`config.mk`:
```
export PLATFORM = sky130hd
export DESIGN_NAME = ifetch_flat
export DESIGN_NICKNAME = d
export VERILOG_FILES = /design/src/rtl/sisc_pkg.sv /design/src/rtl/ifetch_if.sv /design/src/rtl/ifetch_br_cond.sv /design/src/rtl/ifetch.sv /design/src/flat_wrapper.sv
export SDC_FILE = /design/constraint.sdc
export NUM_CORES = 1
export LEC_CHECK = 0
export CAP_MARGIN = 10
export CORE_MARGIN = 3
export CORE_UTILIZATION = 42
export DETAILED_ROUTE_END_ITERATION = 16
export GPL_TIMING_DRIVEN = 1
export PLACE_DENSITY = 0.74
export SYNTH_ARGS = -nofsm -noshare
export SYNTH_HDL_FRONTEND = slang
export SYNTH_SLANG_ARGS = --single-unit
```
`constraint.sdc`:
```
create_clock -name clk -period 6.56 [get_ports clk]
set_input_delay 0.656 -clock clk [delete_from_list [all_inputs] [get_ports clk]]
set_output_delay 0.656 -clock clk [all_outputs]
set_load 0.005 [all_outputs]
```
`src/rtl/sisc_pkg.sv`:
```
// Shared SISC definitions: opcode encodings, addressing-mode constant and the
// fetch-stage state encoding used by ifetch.
package sisc_pkg;

    localparam logic [3:0] NOOP   = 4'd0;
    localparam logic [3:0] LOD    = 4'd1;
    localparam logic [3:0] STR    = 4'd2;
    localparam logic [3:0] SWP    = 4'd3;
    localparam logic [3:0] BRA    = 4'd4;
    localparam logic [3:0] BRR    = 4'd5;
    localparam logic [3:0] BNE    = 4'd6;
    localparam logic [3:0] BNR    = 4'd7;
    localparam logic [3:0] ALU_OP = 4'd8;
    localparam logic [3:0] HLT    = 4'd15;

    localparam logic [3:0] AM_IMM = 4'd8;

    typedef enum logic {
        IDLE = 1'b0,
        REQ  = 1'b1
    } ifetch_state_e;

endpackage

```
`src/rtl/ifetch_if.sv`:
```
// Instruction-memory request/acknowledge bus between the fetch stage (master)
// and instruction memory (slave).
interface ifetch_if #(
    parameter int PC_W    = 16,
    parameter int INSTR_W = 32
);
    logic               im_req;
    logic [PC_W-1:0]    im_addr;
    logic               im_ack;
    logic [INSTR_W-1:0] im_data;

    modport master (
        output im_req,
        output im_addr,
        input  im_ack,
        input  im_data
    );

    modport slave (
        input  im_req,
        input  im_addr,
        output im_ack,
        output im_data
    );
endinterface

```
`src/rtl/ifetch_br_cond.sv`:
```
// Branch condition and target evaluation for the instruction held in IR.
// Purely combinational; relative targets wrap modulo 2^PC_W.
module br_cond
    import sisc_pkg::*;
#(
    parameter int PC_W = 16
) (
    input  logic [3:0]      opcode,
    input  logic [3:0]      mm,
    input  logic [3:0]      stat,
    input  logic [PC_W-1:0] pc,
    input  logic [15:0]     imm,
    output logic            is_branch,
    output logic            taken,
    output logic [PC_W-1:0] target
);

    logic hit_s;

    // Decode branch opcode, condition sense and target kind
    always_comb begin
        hit_s     = |(stat & mm);
        is_branch = 1'b0;
        taken     = 1'b0;
        target    = pc;
        case (opcode)
            BRA: begin
                is_branch = 1'b1;
                taken     = hit_s;
                target    = PC_W'(imm);
            end
            BRR: begin
                is_branch = 1'b1;
                taken     = hit_s;
                target    = pc + PC_W'(imm);
            end
            BNE: begin
                is_branch = 1'b1;
                taken     = ~hit_s;
                target    = PC_W'(imm);
            end
            BNR: begin
                is_branch = 1'b1;
                taken     = ~hit_s;
                target    = pc + PC_W'(imm);
            end
            default: begin
                is_branch = 1'b0;
                taken     = 1'b0;
                target    = pc;
            end
        endcase
    end

endmodule

```
`src/rtl/ifetch.sv`:
```
// SISC instruction-fetch stage: owns PC and IR, fetches over the im_* handshake
// and applies branches. Optional REQ watchdog enabled by IFETCH_TIMEOUT_EN.
module ifetch
    import sisc_pkg::*;
#(
    parameter int PC_W    = 16,
    parameter int INSTR_W = 32,
    parameter int TIMEOUT = 255
) (
    input  logic               clk,
    input  logic               rst_f,
    input  logic               fetch_go,
    input  logic               br_go,
    input  logic [3:0]         stat,
    ifetch_if.master           im,
    output logic [INSTR_W-1:0] ir,
    output logic [3:0]         opcode,
    output logic [3:0]         mm,
    output logic               ir_valid,
    output logic [PC_W-1:0]    pc,
    output logic               br_taken,
    output logic               busy,
    output logic               halted,
    output logic               fetch_err
);

    ifetch_state_e      state_q, state_d;
    logic [PC_W-1:0]    pc_q, pc_d;
    logic [INSTR_W-1:0] ir_q, ir_d;
    logic               ir_valid_q, ir_valid_d;
    logic               br_taken_q, br_taken_d;
    logic               halted_q, halted_d;
    logic               pending_q, pending_d;

    logic               br_is_s;
    logic               br_tk_s;
    logic [PC_W-1:0]    br_tgt_s;

`ifdef IFETCH_TIMEOUT_EN
    localparam logic [7:0] TO_LAST = 8'(TIMEOUT - 1);
    logic [7:0] to_cnt_q, to_cnt_d;
    logic       fetch_err_q, fetch_err_d;
`endif

    br_cond #(.PC_W(PC_W)) u_br_cond (
        .opcode    (ir_q[31:28]),
        .mm        (ir_q[27:24]),
        .stat      (stat),
        .pc        (pc_q),
        .imm       (ir_q[15:0]),
        .is_branch (br_is_s),
        .taken     (br_tk_s),
        .target    (br_tgt_s)
    );

    // Next-state, PC/IR update and strobe generation
    always_comb begin
        state_d    = state_q;
        pc_d       = pc_q;
        ir_d       = ir_q;
        ir_valid_d = 1'b0;
        br_taken_d = 1'b0;
        halted_d   = halted_q;
        pending_d  = pending_q;
`ifdef IFETCH_TIMEOUT_EN
        to_cnt_d    = to_cnt_q;
        fetch_err_d = fetch_err_q;
`endif
        case (state_q)
            IDLE: begin
                if (br_go && br_is_s && br_tk_s) begin
                    pc_d       = br_tgt_s;
                    br_taken_d = 1'b1;
                end else begin
                    pc_d = pc_q;
                end
                // A fetch racing a branch is deferred one cycle so it uses the new PC
                if (!halted_q && fetch_go && br_go) begin
                    pending_d = 1'b1;
                end else if (!halted_q && (fetch_go || pending_q)) begin
                    state_d   = REQ;
                    pending_d = 1'b0;
`ifdef IFETCH_TIMEOUT_EN
                    to_cnt_d  = 8'd0;
`endif
                end else begin
                    pending_d = pending_q;
                end
            end
            REQ: begin
                if (im.im_ack) begin
                    ir_d       = im.im_data;
                    pc_d       = pc_q + PC_W'(1);
                    ir_valid_d = 1'b1;
                    state_d    = IDLE;
                    if (im.im_data[31:28] == HLT) begin
                        halted_d = 1'b1;
                    end else begin
                        halted_d = halted_q;
                    end
`ifdef IFETCH_TIMEOUT_EN
                end else if (to_cnt_q == TO_LAST) begin
                    fetch_err_d = 1'b1;
                    state_d     = IDLE;
                end else begin
                    to_cnt_d = to_cnt_q + 8'd1;
                end
`else
                end else begin
                    state_d = REQ;
                end
`endif
            end
            default: begin
                state_d = IDLE;
            end
        endcase
    end

    // Fetch-stage state registers
    always_ff @(posedge clk or negedge rst_f) begin
        if (!rst_f) begin
            state_q    <= IDLE;
            pc_q       <= '0;
            ir_q       <= '0;
            ir_valid_q <= 1'b0;
            br_taken_q <= 1'b0;
            halted_q   <= 1'b0;
            pending_q  <= 1'b0;
        end else begin
            state_q    <= state_d;
            pc_q       <= pc_d;
            ir_q       <= ir_d;
            ir_valid_q <= ir_valid_d;
            br_taken_q <= br_taken_d;
            halted_q   <= halted_d;
            pending_q  <= pending_d;
        end
    end

`ifdef IFETCH_TIMEOUT_EN
    // Request watchdog counter and sticky error flag
    always_ff @(posedge clk or negedge rst_f) begin
        if (!rst_f) begin
            to_cnt_q    <= 8'd0;
            fetch_err_q <= 1'b0;
        end else begin
            to_cnt_q    <= to_cnt_d;
            fetch_err_q <= fetch_err_d;
        end
    end

    assign fetch_err = fetch_err_q;
`else
    assign fetch_err = 1'b0;
`endif

    assign im.im_req  = (state_q == REQ);
    assign im.im_addr = pc_q;
    assign busy       = (state_q == REQ);
    assign ir         = ir_q;
    assign opcode     = ir_q[31:28];
    assign mm         = ir_q[27:24];
    assign ir_valid   = ir_valid_q;
    assign pc         = pc_q;
    assign br_taken   = br_taken_q;
    assign halted     = halted_q;

endmodule

```
`src/flat_wrapper.sv`:
```
// flat-port wrapper written by rule: the top's interface ports become plain ports
module ifetch_flat import sisc_pkg::*;
#(
    parameter int PC_W    = 16,
    parameter int INSTR_W = 32,
    parameter int TIMEOUT = 255
)
  (clk, rst_f, fetch_go, br_go, stat, ir, opcode, mm, ir_valid, pc, br_taken, busy, halted, fetch_err, im_im_req, im_im_addr, im_im_ack, im_im_data);
  ifetch_if #(.PC_W(PC_W), .INSTR_W(INSTR_W)) im_i ();
  input  logic clk;
  input  logic rst_f;
  input  logic fetch_go;
  input  logic br_go;
  input  logic [3:0] stat;
  output logic [INSTR_W-1:0] ir;
  output logic [3:0] opcode;
  output logic [3:0] mm;
  output logic ir_valid;
  output logic [PC_W-1:0] pc;
  output logic br_taken;
  output logic busy;
  output logic halted;
  output logic fetch_err;
  output wire logic [$bits(im_i.im_req)-1:0] im_im_req;
  output wire logic [$bits(im_i.im_addr)-1:0] im_im_addr;
  input wire logic [$bits(im_i.im_ack)-1:0] im_im_ack;
  input wire logic [$bits(im_i.im_data)-1:0] im_im_data;
  assign im_im_req = im_i.im_req;
  assign im_im_addr = im_i.im_addr;
  assign im_i.im_ack = im_im_ack;
  assign im_i.im_data = im_im_data;
  ifetch #(.PC_W(PC_W), .INSTR_W(INSTR_W), .TIMEOUT(TIMEOUT)) u_core (.clk(clk), .rst_f(rst_f), .fetch_go(fetch_go), .br_go(br_go), .stat(stat), .im(im_i), .ir(ir), .opcode(opcode), .mm(mm), .ir_valid(ir_valid), .pc(pc), .br_taken(br_taken), .busy(busy), .halted(halted), .fetch_err(fetch_err));
endmodule
```
==> summary.txt <==
Status
  – Outcome: complete, no violations

Logic synthesis
  – Most common cell in the netlist: nand2_1
  – Main flop type after synthesis: dfrtp_1
  – FF+latch count, synth: 53
  – Post-synth EDFFs: 0
  – Leading area contributor after synthesis: dfrtp_1
  – Top cell type's share of synthesized area: 0.384
  – Post-synth top cells: nand2_1, dfrtp_1, a21oi_1, nor2_1, buf_4
  – Cells after synthesis: 438
  – Avg Inst Size Synth: 7.88 µm²
  – Synth area leaders: dfrtp_1, nand2_1, ha_1, buf_4, a21oi_1
  – Ys async rst share: 1.00
  – Synth unique cells: 53
  – Syn_nets: 496
  – Register area share after synthesis: 0.384
  – Syn Std Cell Area: 3450 µm²
  – Synth warn: 0

Layout
  – # fillers: roughly 730
  – ANT cells: 0
  – Post-layout net count: 582
  – Syn-to-layout area delta: 34.7%
  – Layout cells sized above 1: 0.0381

Global route
  – Vias in the first global route: 3238
  – First-pass GRT wire length: about 16000 µm
  – Gr usage total: 0.201
  – Met2 GRT Util: 0.323
  – Met1 Track Usage GR: 0.268
  – GR peak layer: met2
  – Initial antenna violation count: 0
  – Largest net degree at the start of global routing: between 50 and 60
  – Met3 usage: 0.0483
  – Gr ovfl total: 0

Power and ir drop
  – Peak VDD IR: 0.206 mV
  – PD cells: 515 nW/µm²
  – Leakage Power: 0.00210 µW
  – Power Total: 2390 µW

Clock network
  – CTS resizes: 0
  – CTS tree: done
  – CTS buffer count: 5
  – Clock Pin Slew Worst Setup and Hold Paths: approximately 0.1 ns
  – CTS root buffer: clkbuf_8
  – CTS max path bufs: 2
  – H-tree Lvls: 2
  – Worst skew pair latency: roughly 0.31 ns
  – Post-CTS Hold Buffers: 0
  – Setup repair bufs after CTS: 0
  – Clk sink count: 53

Timing
  – Layout Skew: 0.00553 ns
  – # setup viols final: 0
  – Final-report hold violation count: 0
  – Part of the cycle the worst path needs: 0.511
  – Final setup TNS: 0 ns
  – Fmax: between 200 and 300 MHz
  – Fin crit period: 3.35 ns
  – Pins over their slew limit: 0
  – Worst-margin pin slew: 1.04 ns
  – Unrepaired setup endpoints after global routing: false
  – Slew headroom: 0.305

Setup path
  – CP Data Required Time: approximately 6.8 ns
  – Critical path class: in2reg
  – CP startpoint kind: input port
  – CP Capture Type: flip-flop
  – CP max FO: 36
  – Critical Path AT: approximately 3.6 ns

Floorplanning
  – Initial Util: 0.440
  – # rows: 32
  – Top Ports: around 120
  – DIE AREA: approximately 9300 µm²
  – Die width: 96.6 µm
  – Total core area: 7850 µm²
  – Chip height: 96.6 µm

Drt
  – Via count: about 3400
  – DRT iter0 DRCs: approximately 270
  – Post-DR wirelength/cell: 15.1 µm
  – Total Routed Length: 9470 µm
  – Post-route ant nets: 0
  – Residual DRC: 0
  – Drt pass-1 iters: 4
  – Vias per inst: 5.41

Min path
  – Min-Delay Path Class: in2async

Placement
  – GPL Wtd Cong: 0.882
  – DP Wirelength: ~6900 µm
  – IO buf count: approximately 120

Run
  – Max Cap Viol: 0
[area by class of cell]
| cell class | count | area [µm²] | share of cell area |
|---|---|---|---|
| inverter | 11 | 41.3 | 0.00888 |
| timing repair buffer | 120 | 1190 | 0.256 |
| clock buffer | 5 | 68.8 | 0.0148 |
| clock inverter | 3 | 65.1 | 0.0140 |
| tap | 102 | 128 | 0.0275 |
| sequential | 53 | 1330 | 0.285 |
| multi-input combinational | 333 | 1830 | 0.394 |
[cell usage in the layout (no fill, tap or decap), types with 2 or more instances in the layout]
cell type and n:
nand2_1 136, clkdlybuf4s50_1 116, dfrtp_1 53, a21oi_1 32, nor2_1 27, o21ai_0 21, ha_1 16, nand3_1 12
inv_1 10, nor3_1 7, o21ai_1 5, a31oi_1 5, nand4_1 5, o22ai_1 5, xor2_1 5, xnor2_1 5
clkbuf_8 5, mux2i_1 4, a211oi_1 4, or3_1 3, a22o_1 3, and3_1 3, a21o_1 3, buf_4 3
and2_1 2, a211o_1 2, o211ai_1 2, o31ai_1 2, o21bai_1 2, bufinv_16 2
[sequential cells by signal (all words and copies together) (netlist names)]
signal and count:
u_core.ir 32, u_core.busy 1, u_core.im.im_addr 16, u_core.br_taken 1
u_core.ir_valid 1, u_core.pending_q 1, u_core.halted 1
[routing by layer]
layer / vias up / routed length [µm]
met5: - / 0
met3: 11 / 1000
met2: 159 / 4340
li1: 1652 / -
met1: 1568 / 3980
met4: 0 / 138
[logic make-up after synthesis]
kind of cell,share of synthesized area
simple gates,0.248
compound gates,0.177
flops,0.384
buf+inv,0.0852
fa+ha+maj,0.0638
xor+xnor,0.0254
mux,0.0149
other cells,0.00109
[critical path: stages]
cell	delay [ns]
clkdlybuf4s50_1	0.49
nand2_1	0.13
clkinv_1	0.81
a31oi_1	1.13
a21oi_1	0.07
o21ai_0	0.20
a211oi_1	0.07
[power by group]
| group | switching (µW) | internal (µW) |
|---|---|---|
| logic | 696 | 754 |
| clock network | 114 | 152 |
| registers | 203 | 476 |
| total | 1010 | 1380 |
[path summary, 6_finish.rpt]
check                                  endpoint  depth (start not counted)           from  slack (ns)
min in group clk                  u_core.ir[18]                          2  u_core.ir[18]        0.48
setup / recovery           u_core.im.im_addr[9]                          7      im_im_ack        3.21
max in group asynchronous          u_core.ir[0]                          2          rst_f        5.66
hold / removal                     u_core.ir[3]                          2          rst_f        0.45
setup reg to reg           u_core.im.im_addr[9]                          6    u_core.busy        3.70
hold reg to reg                   u_core.ir[18]                          2  u_core.ir[18]        0.48
[through the flow]
stage | cells | utilization | worst slack (ns) | hold slack [ns] | cell area, µm²
4_1_cts | 627 | 0.592 | 3.19 | 0.487 | 4650
3_3_place_gp | 619 | 0.575 | 3.02 | 0.459 | 4510
3_5_place_dp | 619 | 0.575 | 2.84 | 0.465 | 4510
6_report | 627 | 0.592 | 3.21 | 0.455 | 4650
5_1_grt | 627 | 0.592 | 2.84 | 0.512 | 4650
2_1_floorplan | 438 | - | 4.27 | 0.360 | 3450
No activity file was read; power rests on OpenSTA's default activity.
